$ cat src/rtl/layer_compositor.sv
// Two-stage pixel compositor: layer hits resolve through a writable palette with a
// transparency key, then cursor flash and screen-mode fills produce registered VGA colour.
module layer_compositor #(
    parameter int          NUM_LAYERS   = 4,
    parameter int          IDX_W        = 4,
    parameter logic [23:0] KEY_COLOR    = 24'hF442EE,
    parameter logic [23:0] BG_COLOR     = 24'h0000F0,
    parameter logic [23:0] TITLE_COLOR  = 24'h00F0F0,
    parameter int          FLASH_FRAMES = 4,
    parameter int          MAX_SHOTS    = 3
) (
    input  logic                        Clk,
    input  logic                        Reset_n,
    input  logic                        pix_valid,
    input  logic                        frame_start,
    input  logic [1:0]                  mode,
    input  logic [NUM_LAYERS-1:0]       layer_en,
    input  logic [NUM_LAYERS*IDX_W-1:0] layer_idx,
    input  logic                        is_cursor,
    input  logic                        shot,
    input  logic                        rearm,
    input  logic                        pal_we,
    input  logic [IDX_W-1:0]            pal_waddr,
    input  logic [23:0]                 pal_wdata,
    output logic [7:0]                  VGA_R,
    output logic [7:0]                  VGA_G,
    output logic [7:0]                  VGA_B,
    output logic                        out_valid,
    output logic [7:0]                  shots_used
);
    localparam int DEPTH = 2**IDX_W;

    logic [23:0]                 pal_q [DEPTH];
    logic                        vld1_q;
    logic [1:0]                  mode1_q;
    logic [NUM_LAYERS-1:0]       en1_q;
    logic [NUM_LAYERS*IDX_W-1:0] idx1_q;
    logic                        cur1_q;
    logic [23:0]                 rgb_q, rgb_d;
    logic                        vld2_q;
    logic [7:0]                  shots_q, shots_d;
    logic [7:0]                  flash_q, flash_d;
    logic                        shot_take;

    // Palette lives in flops so it can be cleared by reset and read without latency.
    always_ff @(posedge Clk or negedge Reset_n) begin
        if (!Reset_n) begin
            for (int i = 0; i < DEPTH; i++) pal_q[i] <= '0;
        end else if (pal_we) begin
            pal_q[pal_waddr] <= pal_wdata;
        end
    end

    always_ff @(posedge Clk or negedge Reset_n) begin
        if (!Reset_n) begin
            vld1_q  <= 1'b0;
            mode1_q <= '0;
            en1_q   <= '0;
            idx1_q  <= '0;
            cur1_q  <= 1'b0;
        end else begin
            vld1_q  <= pix_valid;
            mode1_q <= mode;
            en1_q   <= layer_en;
            idx1_q  <= layer_idx;
            cur1_q  <= is_cursor;
        end
    end

    logic [NUM_LAYERS-1:0] opaque;
    logic [23:0]           layer_rgb [NUM_LAYERS];

    for (genvar gi = 0; gi < NUM_LAYERS; gi++) begin : g_layer
        assign layer_rgb[gi] = pal_q[idx1_q[gi*IDX_W +: IDX_W]];
        assign opaque[gi]    = en1_q[gi] && (layer_rgb[gi] != KEY_COLOR);
    end

    logic [23:0] layer_pick;

    // Scan from the lowest priority upward so the lowest-numbered opaque layer wins.
    always_comb begin
        layer_pick = BG_COLOR;
        for (int i = NUM_LAYERS - 1; i >= 0; i--) begin
            if (opaque[i]) layer_pick = layer_rgb[i];
        end
    end

    always_comb begin
        rgb_d = 24'h000000;
        if (vld1_q) begin
            case (mode1_q)
                2'b00: rgb_d = TITLE_COLOR;
                2'b01: begin
                    if (cur1_q) rgb_d = (flash_q != 8'd0) ? 24'h000000 : 24'hFFFFFF;
                    else        rgb_d = layer_pick;
                end
                default: rgb_d = 24'h000000;
            endcase
        end
    end

    // Rearm takes precedence over a same-cycle shot; a saturated counter ignores shots.
    assign shot_take = shot && !rearm && (shots_q < 8'(MAX_SHOTS));

    always_comb begin
        shots_d = shots_q;
        flash_d = flash_q;
        if (rearm)          shots_d = 8'd0;
        else if (shot_take) shots_d = shots_q + 8'd1;
        if (shot_take)                            flash_d = 8'(FLASH_FRAMES);
        else if (frame_start && flash_q != 8'd0)  flash_d = flash_q - 8'd1;
    end

    always_ff @(posedge Clk or negedge Reset_n) begin
        if (!Reset_n) begin
            rgb_q   <= '0;
            vld2_q  <= 1'b0;
            shots_q <= '0;
            flash_q <= '0;
        end else begin
            rgb_q   <= rgb_d;
            vld2_q  <= vld1_q;
            shots_q <= shots_d;
            flash_q <= flash_d;
        end
    end

    assign VGA_R      = rgb_q[23:16];
    assign VGA_G      = rgb_q[15:8];
    assign VGA_B      = rgb_q[7:0];
    assign out_valid  = vld2_q;
    assign shots_used = shots_q;
endmodule

$ cat config.mk
export PLATFORM = sky130hd
export DESIGN_NAME = layer_compositor
export DESIGN_NICKNAME = d
export VERILOG_FILES = /design/src/rtl/layer_compositor.sv
export SDC_FILE = /design/constraint.sdc
export NUM_CORES = 1
export LEC_CHECK = 0
export CAP_MARGIN = 10
export CORE_UTILIZATION = 55
export CTS_CLUSTER_SIZE = 12
export DETAILED_ROUTE_END_ITERATION = 6
export PLACE_DENSITY = 0.77
export SYNTH_ARGS = -nofsm -noshare
export SYNTH_HDL_FRONTEND = slang
export SYNTH_SLANG_ARGS = --single-unit
$ cat constraint.sdc
create_clock -name Clk -period 4.7 [get_ports Clk]
set_input_delay 0.47 -clock Clk [delete_from_list [all_inputs] [get_ports Clk]]
set_output_delay 0.47 -clock Clk [all_outputs]
set_load 0.01 [all_outputs]
==> results by group <==
Routing
  – Post-route ant nets: 0
  – Final WL: 94300 microns
  – Initial DRC Count: 3282
  – Residual DRC: 1
  – Vias per std cell: 7.881
  – 1st-pass router iterations: 7
  – DR WL/cell: 35.48 microns
  – DR vias: 20950

CTS
  – CTS max path bufs: 3
  – # hold bufs at CTS: 0
  – # resized after CTS: 0
  – Post-CTS setup buffers: 0
  – Clk root buf: clkbuf_16
  – CTS Buf Count: 50
  – Worst-Skew Late Latency: 620 ps
  – Clk sinks: 449
  – CTS H-tree depth: 2
  – CTS clk-pin slew, worst paths: 60 ps
  – CTS tree: yes

Run
  – MaxCap Viol Count: 0

Die
  – Num rows: 83
  – Die width: 230.5 microns
  – Total die area: 53130 sq um
  – Initial Util: 55.86%
  – Core ar.: 51410 sq um
  – Die height: 230.5 microns
  – I/O pin count: 91

GRT
  – Overflow after GRT: 0
  – Initial antenna violation count: 2
  – Number of global-route vias before repair: 21090
  – First-pass GRT wire length: 141900 microns
  – Global routing usage on met2: 54.21%
  – Grt peak-use layer: met2
  – Met3 Usage GRT: 11.36%
  – Met1 usage: 48.47%
  – Gr usage total: 36.63%
  – Largest net degree at the start of global routing: 124

Synthesis
  – Primary FF master, synth: dfrtp_1
  – Area share of the largest cell type after synthesis: 39.13%
  – Seq cells post-synth: 449
  – Leading area contributor after synthesis: dfrtp_1
  – Post-synth EDFFs: 0
  – Synth warn: 0
  – Post-Syn Instances: 1906
  – Register area share after synthesis: 39.13%
  – Synth async-reset ratio: 100.0%
  – Count leader, synth: dfrtp_1
  – Mean Syn Cell Area: 15.07 sq um
  – Commonest cells post-synth: dfrtp_1 (449), mux4_2 (418), mux2_2 (385)
  – Top post-synthesis cells by area: dfrtp_1 (39%), mux4_2 (33%), mux2_2 (15%)
  – Syn_nets: 1966
  – Area of the mapped netlist: 28720 sq um
  – Netlist cell types: 60

Final layout
  – N_diodes: 0
  – Area growth syn-to-layout: 12.84%
  – Non-Filler Instances: 2658
  – Share of cells above drive strength 1: 51.16%
  – Nets: 1999
  – Fill count: 3633
  – Core Util, Final: 63.04%

Timing
  – Crit path time final: 4334 ps
  – Post-Route Setup TNS: 0 ps
  – # setup viols final: 0
  – Max Clock Skew: 24.35 ps
  – Max Slew Vio Count: 0
  – Max_slew headroom: 16.51%
  – Fmax: 230.7 MHz
  – Worst hold slack: -30.15 ps
  – Period utilisation layout: 92.22%
  – Hold Vio Cnt, Final: 4
  – RSZ-0062 raised after global routing: no
  – Worst-Margin Slew: 1252 ps

Critical path
  – Worst Setup Path Type: register to register
  – Slowest CP cell: nor4b_1
  – Worst path required time: 5250 ps
  – Arr. time, crit path: 4890 ps
  – CP Launch Type: register
  – Crit path capture type: register
  – Critical Path Max Stage Delay: 680 ps
  – Worst R2R Path Depth: 11
  – Critical path, cell by cell: buf_4 > mux4_2 > mux4_2 > nor4b_1 > nand2_1 > nor4_2 > nor2b_1 > nor2_2 > buf_4 > a21boi_0 > a221o_1
  – Max FO, Critical Path: 13

Power and ir drop
  – Total power: 0.01403 W
  – Power Density: 433.0 nW/um^2
  – Leakage: 12.70 nW
  – Peak VDD IR: 0.0003150 V

Placement
  – HPWL after DPL: 60890 microns
  – Routability congestion estimate from global placement: 1.006
  – Placed cells: 2567
  – IO buf count: 90

Min path
  – Worst hold path class: primary input to async pin

Outcome
  – Outcome: complete, but fails checks
  – Failing checks: DRC, hold timing
[stage by stage]
stage / instance area (sq um) / setup WS [ps]
2_1_floorplan: 28720 / 1201
3_3_place_gp: 30640 / 527.0
3_5_place_dp: 30640 / 551.5
4_1_cts: 32400 / 523.5
5_1_grt: 32400 / 233.5
6_report: 32400 / 365.5
[cells in the final DEF (no fill, tap or decap), types with 12 or more instances in the layout]
cell / count
nor2_1: 38
clkdlybuf4s50_1: 89
a21oi_1: 33
mux4_2: 418
a22o_1: 22
o21ai_0: 26
mux2i_1: 17
nand2_1: 52
buf_4: 72
clkbuf_16: 51
dfrtp_1: 440
buf_12: 18
clkbuf_1: 12
a22oi_1: 79
a221oi_1: 21
mux2_2: 385
clkbuf_8: 13
nor3_1: 12
[cell families (layout without fill, tap and decap cells)]
| family | after synthesis | after routing | synth area share [%] |
|---|---|---|---|
| compound gates | 226 | 226 | 5.516 |
| xor+xnor | 6 | 6 | 0.1830 |
| fa+ha+maj | 2 | 2 | 0.08712 |
| buf+inv | 209 | 281 | 3.133 |
| flops | 449 | 449 | 39.13 |
| mux | 820 | 820 | 48.47 |
| simple gates | 194 | 194 | 3.486 |
[worst max-delay path, delay by kind of cell, from the launching register on]
family	cells	cell delay, ps
multiplexers	2	1070
AND/OR/NAND/NOR	5	1650
flip-flops	1	640
buffers and inverters	2	500
AO/OA/AOI/OAI	2	400
[area by class of cell]
class / count / area, sq um / share of cell area [%]
clock buffers: 76 / 1500 / 4.630
clock inverters: 15 / 260.3 / 0.8032
inverters: 10 / 37.54 / 0.1158
multi-input cells: 1248 / 16680 / 51.48
flip-flops and latches: 449 / 11270 / 34.77
well taps: 680 / 850.8 / 2.626
repair buffers: 180 / 1807 / 5.576
[registers in the layout, indices dropped and copies added (netlist names)]
register,count
cur1_q,1
en1_q,4
flash_q,8
idx1_q,16
mode1_q,2
out_valid,1
pal_q,384
rgb_q,24
shots_used,8
vld1_q,1
[power breakdown]
group,internal (W),total [W],switching [W]
sequential,0.00470,0.00580,0.00110
combinational,0.00244,0.00401,0.00157
clock,0.00258,0.00422,0.00165
[final timing paths]
kind	endpoint	start	slack (ps)
worst max-delay path	rgb_q[20]$_DFF_PN0_	idx1_q[0]$_DFF_PN0_	370
worst min-delay path	pal_q[213]$_DFFE_PN0P_	Reset_n	-30
worst max register to register	rgb_q[20]$_DFF_PN0_	idx1_q[0]$_DFF_PN0_	370
worst min register to register	out_valid$_DFF_PN0_	vld1_q$_DFF_PN0_	410
max in group asynchronous	idx1_q[5]$_DFF_PN0_	Reset_n	3450
min in group Clk	idx1_q[3]$_DFF_PN0_	layer_idx[3]	290
[metal layers]
layer | vias up | wire length, microns
met5 | - | 23
met4 | 4 | 6121
met3 | 436 | 12270
met2 | 1782 | 42830
met1 | 10880 | 33050
li1 | 7850 | -
Power figures use the tool's default switching activity.
